## src/rtl/alu_issue_ctrl.sv

```systemverilog
// Issue/collection controller for the two-cycle execute ALU: passes decoded ops to
// the ALU, captures each result in its single valid cycle, and buffers results for writeback.
module alu_issue_ctrl #(
    parameter int DEPTH = 2
) (
    input  logic        clk,
    input  logic        reset_n,
    input  logic        flush,
    input  logic        in_valid,
    output logic        in_ready,
    input  logic [31:0] in_a,
    input  logic [31:0] in_b,
    input  logic [2:0]  in_function,
    input  logic        in_modifier,
    input  logic [4:0]  in_rd,
    output logic [31:0] alu_input_a,
    output logic [31:0] alu_input_b,
    output logic [2:0]  alu_function_select,
    output logic        alu_function_modifier,
    input  logic [31:0] alu_result,
    output logic        out_valid,
    input  logic        out_ready,
    output logic [31:0] out_result,
    output logic [4:0]  out_rd
);

    localparam int AW = $clog2(DEPTH);
    localparam int CW = AW + 1;

    typedef struct packed {
        logic [31:0] result;
        logic [4:0]  rd;
    } entry_t;

    typedef logic [CW:0] occ_t;

    entry_t          mem [DEPTH];
    logic [AW-1:0]   wr_ptr;
    logic [AW-1:0]   rd_ptr;
    logic [CW-1:0]   count;
    logic            inflight_valid;
    logic [4:0]      inflight_rd;

    logic            issue;
    logic            push;
    logic            pop;
    logic            pop_raw;
    occ_t            outstanding;

    assign alu_input_a           = in_a;
    assign alu_input_b           = in_b;
    assign alu_function_select   = in_function;
    assign alu_function_modifier = in_modifier;

    assign out_valid  = (count != '0);
    assign out_result = mem[rd_ptr].result;
    assign out_rd     = mem[rd_ptr].rd;

    // Credits cover the in-flight op as well, so a capture always finds a free slot.
    assign pop_raw     = out_valid && out_ready;
    assign outstanding = occ_t'(count) + occ_t'(inflight_valid) - occ_t'(pop_raw);
    assign in_ready    = !flush && (outstanding < occ_t'(DEPTH));

    assign issue = in_valid && in_ready;
    assign push  = inflight_valid && !flush;
    assign pop   = pop_raw && !flush;

    always_ff @(posedge clk or negedge reset_n) begin
        if (!reset_n) begin
            inflight_valid <= 1'b0;
            inflight_rd    <= '0;
        end else begin
            inflight_valid <= issue;
            inflight_rd    <= issue ? in_rd : '0;
        end
    end

    always_ff @(posedge clk or negedge reset_n) begin
        if (!reset_n) begin
            wr_ptr <= '0;
            rd_ptr <= '0;
            count  <= '0;
        end else if (flush) begin
            wr_ptr <= '0;
            rd_ptr <= '0;
            count  <= '0;
        end else begin
            if (push) wr_ptr <= wr_ptr + 1'b1;
            if (pop)  rd_ptr <= rd_ptr + 1'b1;
            case ({push, pop})
                2'b10:   count <= count + 1'b1;
                2'b01:   count <= count - 1'b1;
                default: count <= count;
            endcase
        end
    end

    // NOTE: entries are reset so out_result/out_rd read 0 after reset rather than X.
    always_ff @(posedge clk or negedge reset_n) begin
        if (!reset_n) begin
            for (int i = 0; i < DEPTH; i++) mem[i] <= '0;
        end else if (push) begin
            mem[wr_ptr] <= '{result: alu_result, rd: inflight_rd};
        end
    end

endmodule

```

## config.mk

```make
export PLATFORM = sky130hd
export DESIGN_NAME = alu_issue_ctrl
export DESIGN_NICKNAME = d
export VERILOG_FILES = /design/src/rtl/alu_issue_ctrl.sv
export SDC_FILE = /design/constraint.sdc
export NUM_CORES = 1
export LEC_CHECK = 0
export ABC_AREA = 0
export CAP_MARGIN = 5
export CORE_MARGIN = 10
export CORE_UTILIZATION = 40
export DETAILED_ROUTE_END_ITERATION = 10
export GPL_TIMING_DRIVEN = 0
export PLACE_DENSITY = 0.85
export SYNTH_ARGS = -nofsm -noshare
export SYNTH_HDL_FRONTEND = slang
export SYNTH_SLANG_ARGS = --single-unit
export TNS_END_PERCENT = 30
```

## constraint.sdc

```tcl
create_clock -name clk -period 3.9 [get_ports clk]
set_input_delay 0.78 -clock clk [delete_from_list [all_inputs] [get_ports clk]]
set_output_delay 0.78 -clock clk [all_outputs]
set_load 0.005 [all_outputs]
```

**After elaboration in Yosys (flattened, before gate mapping)**

Index checks and enable logic that the tools add are counted.

- Bits in registers: 84
- Bits of input ports: 110

- Add/sub/neg operators: 6
- $lt $le $gt $ge: 4
- Equal/unequal tests: 2
- Muxes and demuxes: 13
- Bitwise logic cells: 2
- Reduce and logical (&&, ||, !) cells: 11

Operators by type and width:

| operator | count |
|---|---|
| 37-bit 2-to-1 mux | 4 |
| 74-bit bitwise mux | 1 |
| 37-bit demux with 1-bit select | 1 |
| 1-bit logical AND | 6 |
| 2-bit nonzero test | 3 |
| 5-bit 2-to-1 mux | 1 |
| 2-bit greater-or-equal comparator, second input constant | 2 |
| 1-bit 2-to-1 mux | 4 |
| 1-bit inverter with 2-bit output | 2 |
| 2-bit one-hot mux with 2 select lines | 1 |
| 2-bit by 1-bit adder with 3-bit output | 1 |
| 3-bit by 2-bit less-than comparator with 1-bit output, second input constant | 1 |
| 3-bit nonzero test | 1 |
| 3-bit by 1-bit subtractor with 3-bit output | 1 |
| 1-bit adder, second input constant | 2 |
| 2-bit by 1-bit adder with 2-bit output, second input constant | 1 |
| 2-bit by 1-bit equality test with 1-bit output, second input constant | 1 |
| 2-bit equality test, second input constant | 1 |
| 2-bit by 1-bit less-than comparator with 1-bit output, second input constant | 1 |
| 2-bit 2-to-1 mux | 1 |
| 2-bit by 1-bit subtractor with 2-bit output, second input constant | 1 |
| 1-bit zero test | 1 |

**Depth between registers and ports, before layout**

Gate-level depths: netlist (run 1).

- Depth after elaboration: 7
- Depth in mapped cells: 7

**Worst setup path after synthesis (run 1)**

Ideal clock, no wire load.

- Path type: input -> output
- Start point: input out_ready
- End point: output in_ready
- Arrival: 1.742 ns
- Slack: 1.378 ns
- Stages: 5
- Path buffers: 0
- Path through: o21ai_0 nor2_1 fa_1 xor2_1 nor3b_1

- Word-level cells in the longest chain between the ends: 4

Ends and longest elaborated chain:

| item | line | RTL |
|---|---|---|
| from (decl) | 22 | `input logic out_ready,` |
| 1-bit logical AND | 60 | `assign pop_raw = out_valid && out_ready;` |
| 3-bit by 1-bit subtractor with 3-bit output | 61 | `assign outstanding = occ_t'(count) + occ_t'(inflight_valid) - occ_t'(pop_raw);` |
| 3-bit by 2-bit less-than comparator with 1-bit output | 62 | `assign in_ready = !flush && (outstanding < occ_t'(DEPTH));` |
| 1-bit logical AND | 62 |  |
| to (decl) | 10 | `output logic in_ready,` |

Every way passes these cells.

**Final worst setup path (run 1)**

Ends and elaborated chain as after synthesis.

==> results of run 1 <==
==> power by group <==
part           switching [mW]  internal [mW]  total [mW]
clock network           0.303          0.424       0.728
registers               0.121           1.11        1.23
logic                   0.265          0.675       0.940
total                   0.689           2.21        2.90
==> cell usage after synthesis, types with 2 or more instances <==
library cell,instances
mux2_2,81
mux2_4,30
dfrtp_1,84
buf_4,68
and2_1,5
buf_6,4
xor2_1,3
buf_2,5
o21ai_0,2
nor2_1,5
buf_12,3
==> logic make-up (layout without fill, tap and decap cells) <==
family	after synthesis	count (layout)	synth area share
fa+ha+maj	1	1	0.004620
flops	84	84	0.4851
xor+xnor	4	4	0.008087
mux	111	111	0.3145
compound gates	4	4	0.005197
simple gates	22	22	0.03466
buf+inv	80	245	0.1478
==> final cells by class <==
| type | instances | area [um2] |
|---|---|---|
| plain buffers | 80 | 640.6 |
| clock inverters | 5 | 100.1 |
| multi-input cells | 142 | 1590 |
| clock buffers | 11 | 131.4 |
| fillers | 833 | 4222 |
| well taps | 136 | 170.2 |
| flip-flops and latches | 84 | 2102 |
| repair buffers | 149 | 1506 |
==> layer usage <==
| layer | GRT usage | vias to the layer above |
|---|---|---|
| met5 | 0 | - |
| met4 | 0.03453 | 0 |
| met3 | 0.07421 | 9 |
| met2 | 0.2540 | 147 |
| met1 | 0.1496 | 1400 |
| li1 | - | 1303 |
==> worst max-delay path by stage <==
| stage | cells after the start | startpoint | endpoint |
|---|---|---|---|
| 2_1_floorplan | 5 | out_ready | in_ready |
| 3_3_place_gp | 1 | reset_n | mem[42]$_DFFE_PN0P_ |
| 3_5_place_dp | 7 | out_ready | in_ready |
| 4_1_cts | 7 | out_ready | in_ready |
| 5_1_grt | 7 | out_ready | in_ready |
| 6_report | 7 | out_ready | in_ready |
==> stage by stage <==
step / hold WS (ns) / power [mW] / setup WS (ns)
4_1_cts: 0.3514 / 2.945 / 0.2601
3_3_place_gp: 0.4815 / 2.150 / -0.8422
2_1_floorplan: 0.4736 / 1.703 / 1.378
5_1_grt: 0.3672 / 3.072 / 0.1713
6_report: 0.3504 / 2.896 / 0.2639
3_5_place_dp: 0.4878 / 2.202 / 0.2626
==> sequential cells by signal, indices dropped and copies added, names as in the netlist <==
name            flops
mem                74
inflight_rd         5
count               2
inflight_valid      1
rd_ptr              1
wr_ptr              1
==> flow_metrics.py, run 1 <==
metrics = {
    "sta": {
        "rsz0062_at_grt": "false",
        "max_slew_margin": 0.7320,
        "skew_ns": 0.008750,
        "setup_viol_count_final": 0,
        "hold_violations": 0,
        "fmax_mhz": 275.0,
        "finalMaxSlewViolations": 0,
        "worstMarginPinSlew_ns": 0.4020,
        "post-route-period-util": 0.9323,
        "final.setup.tns_ns": 0,
        "min_period_ns": 3.636,
    },
    "logic_synthesis": {
        "ys_top_cells_by_area": "dfrtp_1 (49%), mux2_2 (21%), buf_4 (12%)",
        "synth_seq_area_share": 0.4851,
        "syn_avg_cell_area_um2": 14.16,
        "postSynthCellCount": 306,
        "synth_top_area_share": 0.4851,
        "synthFlopType": "dfrtp_1",
        "async_reset_ff_frac": 1.000,
        "synth_nets": 417,
        "synth-seq-cells": 84,
        "yosys.area.top_type": "dfrtp_1",
        "syn_area_mm2": 0.004333,
        "synth_edf_count": 0,
        "yosys_warnings": 0,
        "synth.distinct_cells": 27,
    },
    "setup_path": {
        "worstPathArrival_ns": 2.86,
        "worstSetupPathType": "input port to output pin",
        "ff2ff_path_depth": 6,
        "endpoint_kind": "output pin",
        "path_delay_family": "buffers and inverters",
        "crit_required_ns": 3.12,
        "crit_slowest_cell": "clkdlybuf4s50_1",
        "path_cells": "clkdlybuf4s50_1 > xor2_1 > nand2_1 > fa_1 > xor2_1 > nor3b_1 > clkdlybuf4s50_1",
        "cp_max_fo": 5,
        "start_kind": "input port",
        "cpPeakStageDelay_ns": 0.55,
        "r2r-end": "inflight_rd[2]$_DFF_PN0_",
        "r2r_slack_ns": 1.87,
        "r2r-start": "count[1]$_DFFE_PN0P_",
        "path_buf_inv": 2,
    },
    "global_routing": {
        "antenna_found_initial": 0,
        "grt-ovfl-total": 0,
        "grt_first_pass_wirelength_um": 17310,
        "grt_pass1_vias": 3326,
        "track_usage": 0.1444,
        "grt_max_degree": 57,
    },
    "pwr": {
        "power_density_mw_per_mm2": 463.9,
        "p_leak_nw": 2.887,
        "peakVddDrop_mv": 0.2169,
    },
    "detailed_routing": {
        "drt-met1-wl_um": 4052,
        "wl_per_cell_um": 18.65,
        "ant_nets": 0,
        "wl_met3_um": 1471,
        "num_vias": 2859,
        "firstDrtPassIters": 4,
        "drt_first_iter_violations": 95,
        "drt-vias-per-instance": 4.710,
        "drc": 0,
        "totalWireLength_um": 11320,
        "dr.max_layer_used": "met4",
        "wl_met2_um": 5703,
    },
    "layout": {
        "mostFrequentLayoutCells": "clkdlybuf4s50_1 (147), dfrtp_1 (84), mux2_2 (81), buf_4 (69), mux2_4 (30)",
        "design_area_mm2": 0.006241,
        "nets": 577,
        "fin_cells": 607,
        "num_antenna_cells": 0,
        "finish.utilization": 0.5965,
        "layout_commonest_cell": "clkdlybuf4s50_1",
        "syn_to_final_growth_pct": 44.04,
        "layout-drive-gt1-share": 0.4480,
    },
    "clock_network": {
        "clock_sinks": 84,
        "worstSkewPairLatency_ns": 0.35,
        "cts_setup_buffers": 0,
        "path_clk_slew_ns": 0.08,
        "numCtsBuffers": 9,
        "clockBufferDepth": 2,
        "cts-htree-levels": 3,
        "clock-root-buffer": "clkbuf_8",
        "ctsHoldBuffers": 0,
        "cts_tree": "built",
        "post_cts_resized": 0,
    },
    "hold_path": {
        "min_path_type": "input port to asynchronous set/reset pin",
    },
    "die": {
        "rows": 37,
        "die_x_um": 124.1,
        "core_area_mm2": 0.01046,
        "die_area_mm2": 0.01540,
        "ios": 217,
        "start_util": 0.4141,
        "fp.dieH_um": 124.1,
    },
    "placed_design": {
        "dpl.cell_count": 591,
        "placed_area_mm2": 0.006010,
        "io_buffers": 148,
        "dp_hpwl_um": 8961,
        "place_congestion": 0.7507,
    },
    "flow_run": {
        "cap_violations": 0,
    },
    "outcome": {
        "status": "finished clean",
    },
}
Power figures use the tool's default switching activity.
==> inputs of run 2 (changes only) <==
--- a/config.mk
+++ b/config.mk
@@ -5,13 +5,13 @@
 export SDC_FILE = /design/constraint.sdc
 export NUM_CORES = 1
 export LEC_CHECK = 0
-export ABC_AREA = 0
+export ABC_AREA = 1
 export CAP_MARGIN = 5
 export CORE_MARGIN = 10
 export CORE_UTILIZATION = 40
 export DETAILED_ROUTE_END_ITERATION = 10
 export GPL_TIMING_DRIVEN = 0
-export PLACE_DENSITY = 0.85
+export PLACE_DENSITY = 0.84
 export SYNTH_ARGS = -nofsm -noshare
 export SYNTH_HDL_FRONTEND = slang
 export SYNTH_SLANG_ARGS = --single-unit
==> constraint.sdc (replaced) <==
create_clock -name clk -period 4.36 [get_ports clk]
set_input_delay 0.872 -clock clk [delete_from_list [all_inputs] [get_ports clk]]
set_output_delay 0.872 -clock clk [all_outputs]
set_load 0.005 [all_outputs]
==> run 2 against run 1 <==
Total power grew 17%. Critical path type unchanged. Synthesized area increased by 2.1%. First-iteration DRC count grew to 2.9 times the previous value. Register-to-register slack better by 0.56 ns. Sequential power increased by 3%. Synthesized cell count up 70%. Non-clock buffer count up 12. Cell area increased by 1.5%. Combinational power is 59% higher.
==> flow_metrics.py, run 2 <==
metrics = {
    "sta": {
        "worstMarginPinSlew_ns": 0.5407,
        "rsz0062_at_grt": "false",
        "whs_ns": 0.4862,
        "skew_ns": 0.006848,
        "post-route-period-util": 0.8775,
        "finalMaxSlewViolations": 0,
        "setup_viol_count_final": 0,
        "min_period_ns": 3.826,
        "max_slew_margin": 0.6395,
        "final.setup.tns_ns": 0,
        "hold_violations": 0,
        "fmax_mhz": 261.4,
    },
    "detailed_routing": {
        "wl_met2_um": 7270,
        "drt_first_iter_violations": 276,
        "ant_nets": 0,
        "drc": 0,
        "totalWireLength_um": 13310,
        "wl_met3_um": 839,
        "dr.max_layer_used": "met4",
        "num_vias": 3775,
        "wl_per_cell_um": 16.13,
        "firstDrtPassIters": 4,
        "drt-vias-per-instance": 4.576,
        "drt-met1-wl_um": 5063,
    },
    "clock_network": {
        "cts_setup_buffers": 0,
        "numCtsBuffers": 9,
        "ctsHoldBuffers": 0,
        "clock-root-buffer": "clkbuf_8",
        "cts-htree-levels": 3,
        "path_clk_slew_ns": 0.07,
        "cts_tree": "built",
        "clockBufferDepth": 2,
        "clock_sinks": 84,
        "post_cts_resized": 0,
        "worstSkewPairLatency_ns": 0.34,
    },
    "logic_synthesis": {
        "synth_edf_count": 0,
        "postSynthCellCount": 520,
        "ys_top_cells_by_count": "nand2_1 (195), dfrtp_1 (84), buf_4 (69)",
        "ys_top_cells_by_area": "dfrtp_1 (47%), nand2_1 (17%), buf_4 (12%)",
        "synth_top_family_by_area": "buffers and inverters",
        "synthSimpleGateAreaFrac": 0.1863,
        "syn_area_mm2": 0.004425,
        "yosys.area_share.xor_xnor": 0.001979,
        "yosys.area.top_type": "dfrtp_1",
        "async_reset_ff_frac": 1.000,
        "synth-adder-area-share": 0.004524,
        "synth_seq_area_share": 0.4750,
        "synthMuxAreaShare": 0,
        "synth-seq-cells": 84,
        "synth_top_area_share": 0.4750,
        "yosysMostFrequentCell": "nand2_1",
        "synth_nets": 631,
        "synth.distinct_cells": 19,
        "syn_avg_cell_area_um2": 8.511,
        "synth_compound_area_frac": 0.1306,
        "synthFlopType": "dfrtp_1",
        "yosys_warnings": 0,
    },
    "layout": {
        "num_antenna_cells": 0,
        "syn_to_final_growth_pct": 43.09,
        "top_register": "mem",
        "layout_commonest_cell": "nand2_1",
        "mostFrequentLayoutCells": "nand2_1 (195), clkdlybuf4s50_1 (147), dfrtp_1 (84), buf_4 (70), o21ai_2 (50)",
        "fill_cells": 924,
        "finish.utilization": 0.5841,
        "reg_top3": "mem: 74 flops, inflight_rd: 5 flops, count: 2 flops",
        "nets": 791,
        "layout-drive-gt1-share": 0.2307,
        "largest_register_ffs": 74,
        "fin_cells": 825,
    },
    "die": {
        "ios": 217,
        "fp.dieH_um": 125.2,
        "die_x_um": 125.2,
        "start_util": 0.4082,
        "rows": 38,
        "die_area_mm2": 0.01567,
        "core_area_mm2": 0.01084,
    },
    "global_routing": {
        "antenna_found_initial": 0,
        "grt-ovfl-total": 0,
        "grt_pass1_vias": 3974,
        "grt_first_pass_wirelength_um": 21310,
        "grt_max_degree": 45,
        "track_usage": 0.1649,
    },
    "placed_design": {
        "dp_hpwl_um": 10780,
        "io_buffers": 148,
        "place_congestion": 0.8341,
        "dpl.cell_count": 809,
    },
    "pwr": {
        "peakVddDrop_mv": 0.2735,
        "power_density_mw_per_mm2": 537.2,
        "p_leak_nw": 3.196,
        "p_total_mw": 3.402,
    },
    "setup_path": {
        "crit_required_ns": 3.49,
        "cpPeakStageDelay_ns": 0.53,
        "path_delay_family": "buffers and inverters",
        "path_cells": "clkdlybuf4s50_1 > o21ai_1 > nand2_1 > nand3_1 > fa_1 > nand3_1 > inv_1 > clkdlybuf4s50_1",
        "cp_max_fo": 4,
        "worstPathArrival_ns": 2.95,
        "start_kind": "input port",
        "endpoint_kind": "output pin",
        "crit_slowest_cell": "clkdlybuf4s50_1",
        "path_buf_inv": 3,
        "worstSetupPathType": "input port to output pin",
    },
    "hold_path": {
        "min_path_type": "flip-flop to flip-flop",
    },
    "outcome": {
        "status": "finished clean",
    },
    "flow_run": {
        "cap_violations": 0,
    },
}
-- run 2: changes by cell type after synthesis, sizes merged, moves of 5 or more --
cell and change:
inv +50, and2 -5, buf +9, o21ai +74, mux2 -111, nand3 +7
nand2 +195
-- run 2: area by class of cell --
cell class / instances / area (um2) / area share
multi-input cells: 294 / 1431 / 0.2260
inverters: 50 / 187.7 / 0.02964
well taps: 140 / 175.2 / 0.02766
repair buffers: 149 / 1499 / 0.2367
clock buffers: 12 / 135.1 / 0.02134
plain buffers: 92 / 704.4 / 0.1112
flip-flops and latches: 84 / 2102 / 0.3320
clock inverters: 4 / 97.59 / 0.01541
-- run 2: kinds of logic (layout without fill, tap and decap cells) --
| logic type | count (synthesis) | in the layout |
|---|---|---|
| buf+inv | 142 | 307 |
| fa+ha+maj | 1 | 1 |
| xor+xnor | 1 | 1 |
| flops | 84 | 84 |
| compound gates | 78 | 78 |
| simple gates | 214 | 214 |
-- run 2: tightest hold or removal path, cell delays in order, from the launching register on --
cell     delay [ns]
dfrtp_1        0.34
nand2_1        0.07
o21ai_2        0.05
-- run 2: power by group --
| part | switching [mW] | internal (mW) | leakage, nW |
|---|---|---|---|
| combinational | 0.708 | 0.779 | 1.99 |
| sequential | 0.176 | 1.09 | 1.10 |
| clock | 0.263 | 0.382 | 0.111 |
| total | 1.15 | 2.26 | 3.20 |
-- run 2: per-stage QoR --
stage / setup WS, ns / instance area [um2]
floorplan: 1.726 / 4425
global placement: -0.3389 / 6082
detailed placement: 0.5546 / 6100
CTS: 0.5456 / 6332
global route: 0.4076 / 6332
finish: 0.5341 / 6332
-- run 2: worst paths after layout --
| check | start | endpoint | slack, ns | cells after the start |
|---|---|---|---|---|
| max in group asynchronous | reset_n | mem[9]$_DFFE_PN0P_ | 3.24 | 2 |
| hold / removal | mem[40]$_DFFE_PN0P_ | mem[40]$_DFFE_PN0P_ | 0.49 | 2 |
| hold reg to reg | mem[40]$_DFFE_PN0P_ | mem[40]$_DFFE_PN0P_ | 0.49 | 2 |
| setup reg to reg | count[1]$_DFFE_PN0P_ | inflight_rd[2]$_DFF_PN0_ | 2.43 | 11 |
| min in group asynchronous | reset_n | mem[69]$_DFFE_PN0P_ | 0.50 | 1 |
| setup / recovery | out_ready | in_ready | 0.53 | 8 |
-- run 2: layer usage --
metal  vias to the layer above  GRT usage
li1                       1847          -
met1                      1772     0.1777
met2                       144     0.3119
met3                        12    0.04563
met4                         0    0.03591
met5                         -          0
==> inputs of run 3 (changes only) <==
--- a/config.mk
+++ b/config.mk
@@ -11,6 +11,7 @@
 export CORE_UTILIZATION = 40
 export DETAILED_ROUTE_END_ITERATION = 10
 export GPL_TIMING_DRIVEN = 0
+export MAX_ROUTING_LAYER = met4
 export PLACE_DENSITY = 0.84
 export SYNTH_ARGS = -nofsm -noshare
 export SYNTH_HDL_FRONTEND = slang
==> run 3 against run 2 <==
Sequential share of layout area unchanged. Critical path depth unchanged. Largest power group unchanged. Combinational power about the same. Non-clock buffer count unchanged. Final cell count unchanged. Hold slack better by 0.00051 ns. Critical endpoint unchanged.
==> flow_metrics.py, run 3 (same netlist as run 2, synthesis figures left out) <==
metrics = {
    "outcome": {
        "status": "finished clean",
    },
    "clock_network": {
        "cts_tree": "built",
        "post_cts_resized": 0,
        "clock_sinks": 84,
        "cts_setup_buffers": 0,
        "worstSkewPairLatency_ns": 0.34,
        "ctsHoldBuffers": 0,
        "cts-htree-levels": 3,
        "clockBufferDepth": 2,
        "numCtsBuffers": 9,
        "clock-root-buffer": "clkbuf_8",
        "path_clk_slew_ns": 0.07,
    },
    "sta": {
        "whs_ns": 0.4867,
        "min_period_ns": 3.818,
        "max_slew_margin": 0.6413,
        "fmax_mhz": 261.9,
        "setup_viol_count_final": 0,
        "fin_ws_ns": 0.5421,
        "finalMaxSlewViolations": 0,
        "hold_violations": 0,
        "rsz0062_at_grt": "false",
        "worstMarginPinSlew_ns": 0.5381,
        "post-route-period-util": 0.8757,
        "skew_ns": 0.006193,
    },
    "detailed_routing": {
        "num_vias": 3782,
        "wl_per_cell_um": 16.12,
        "ant_nets": 0,
        "drt-vias-per-instance": 4.584,
        "firstDrtPassIters": 4,
        "totalWireLength_um": 13300,
        "drt_first_iter_violations": 267,
        "drc": 0,
    },
    "setup_path": {
        "start_kind": "input port",
        "r2r-end": "inflight_rd[2]$_DFF_PN0_",
        "cp_max_fo": 4,
        "startpoint": "out_ready",
        "worstPathArrival_ns": 2.95,
        "crit_required_ns": 3.49,
        "ff2ff_path_depth": 11,
        "crit_end": "in_ready",
        "endpoint_kind": "output pin",
        "r2r-start": "count[1]$_DFFE_PN0P_",
        "r2r_slack_ns": 2.44,
        "worstSetupPathType": "input port to output pin",
    },
    "placed_design": {
        "dp_hpwl_um": 10780,
        "placed_area_mm2": 0.006100,
        "place_congestion": 0.8469,
        "dpl.cell_count": 809,
        "io_buffers": 148,
        "pre_cts_ws_ns": 0.5546,
    },
    "layout": {
        "num_antenna_cells": 0,
        "syn_to_final_growth_pct": 43.09,
        "largest_register_ffs": 74,
        "design_area_mm2": 0.006332,
        "reg_top3": "mem: 74 flops, inflight_rd: 5 flops, count: 2 flops",
        "fill_cells": 924,
        "nets": 791,
        "multi_input_area_mm2": 0.001431,
        "top_register": "mem",
        "fin_cells": 825,
        "final-seq-area_mm2": 0.002102,
        "layout_commonest_cell": "nand2_1",
        "layout-drive-gt1-share": 0.2307,
        "mostFrequentLayoutCells": "nand2_1 (195), clkdlybuf4s50_1 (147), dfrtp_1 (84), buf_4 (70), o21ai_2 (50)",
    },
    "pwr": {
        "p_sw_mw": 1.144,
        "power.internal_mw": 2.255,
        "seq_power_share": 0.374,
        "comb_power_share": 0.437,
        "p_total_mw": 3.399,
        "p_leak_nw": 3.196,
        "switching_share": 0.3366,
        "peakVddDrop_mv": 0.2723,
        "power_density_mw_per_mm2": 536.8,
        "clockPowerShare": 0.189,
    },
    "die": {
        "rows": 38,
        "start_util": 0.4082,
        "fp.dieH_um": 125.2,
        "ios": 217,
        "die_x_um": 125.2,
        "core_area_mm2": 0.01084,
        "die_area_mm2": 0.01567,
    },
    "global_routing": {
        "grt_max_degree": 45,
        "grt_first_pass_wirelength_um": 21310,
        "grt_pass1_vias": 3969,
        "grt-ovfl-total": 0,
        "track_usage": 0.1697,
        "antenna_found_initial": 0,
    },
    "flow_run": {
        "cap_violations": 0,
    },
    "hold_path": {
        "min_delay_path_depth": 2,
        "min_path_type": "flip-flop to flip-flop",
    },
}
-- run 3: cell counts in the layout (fill, tap and decap cells not counted) --
No cell type changed its count.
-- run 3: critical path, stage by stage --
cell and delay [ns]:
clkdlybuf4s50_1 0.53, o21ai_1 0.13, nand2_1 0.12, nand3_1 0.12, fa_1 0.52, nand3_1 0.07, inv_1 0.07, clkdlybuf4s50_1 0.50
-- run 3: power groups by stage --
stage               logic, mW  clock network, mW  registers, mW
finish                   1.48              0.644           1.27
global route             1.66              0.689           1.31
CTS                      1.52              0.657           1.27
detailed placement       1.51                  0           1.28
global placement         1.45                  0           1.26
floorplan               0.797                  0           1.24
-- run 3: metrics by stage --
| stage | util | TNS [ns] |
|---|---|---|
| after floorplan | - | 0 |
| after global placement | 0.5611 | -28.15 |
| after detailed placement | 0.5627 | 0 |
| after CTS | 0.5841 | 0 |
| after global routing | 0.5841 | 0 |
| final | 0.5841 | 0 |
-- run 3: worst min path at each step --
stage	start	slack, ns	endpoint
after floorplan	mem[36]$_DFFE_PN0P_	0.45	mem[36]$_DFFE_PN0P_
after global placement	mem[32]$_DFFE_PN0P_	0.46	mem[32]$_DFFE_PN0P_
after detailed placement	mem[33]$_DFFE_PN0P_	0.47	mem[33]$_DFFE_PN0P_
after CTS	mem[33]$_DFFE_PN0P_	0.49	mem[33]$_DFFE_PN0P_
after global routing	mem[68]$_DFFE_PN0P_	0.50	mem[68]$_DFFE_PN0P_
final	mem[40]$_DFFE_PN0P_	0.49	mem[40]$_DFFE_PN0P_
-- run 3: routing by layer --
layer / vias to the layer above / part of all wire / wire, um / track usage
met5: - / 0 / 0 / -
met4: 0 / 0.011 / 141 / 0.03591
met3: 13 / 0.061 / 811 / 0.04225
met2: 151 / 0.55 / 7274 / 0.3122
met1: 1769 / 0.38 / 5069 / 0.1792
li1: 1849 / - / - / -
-- run 3: final cells by class --
class	instances	share of cell area
buffer	92	0.1112
clock buffer	12	0.02134
clock inverter	4	0.01541
inverter	50	0.02964
multi-input combinational	294	0.2260
sequential	84	0.3320
tap	140	0.02766
timing repair buffer	149	0.2367
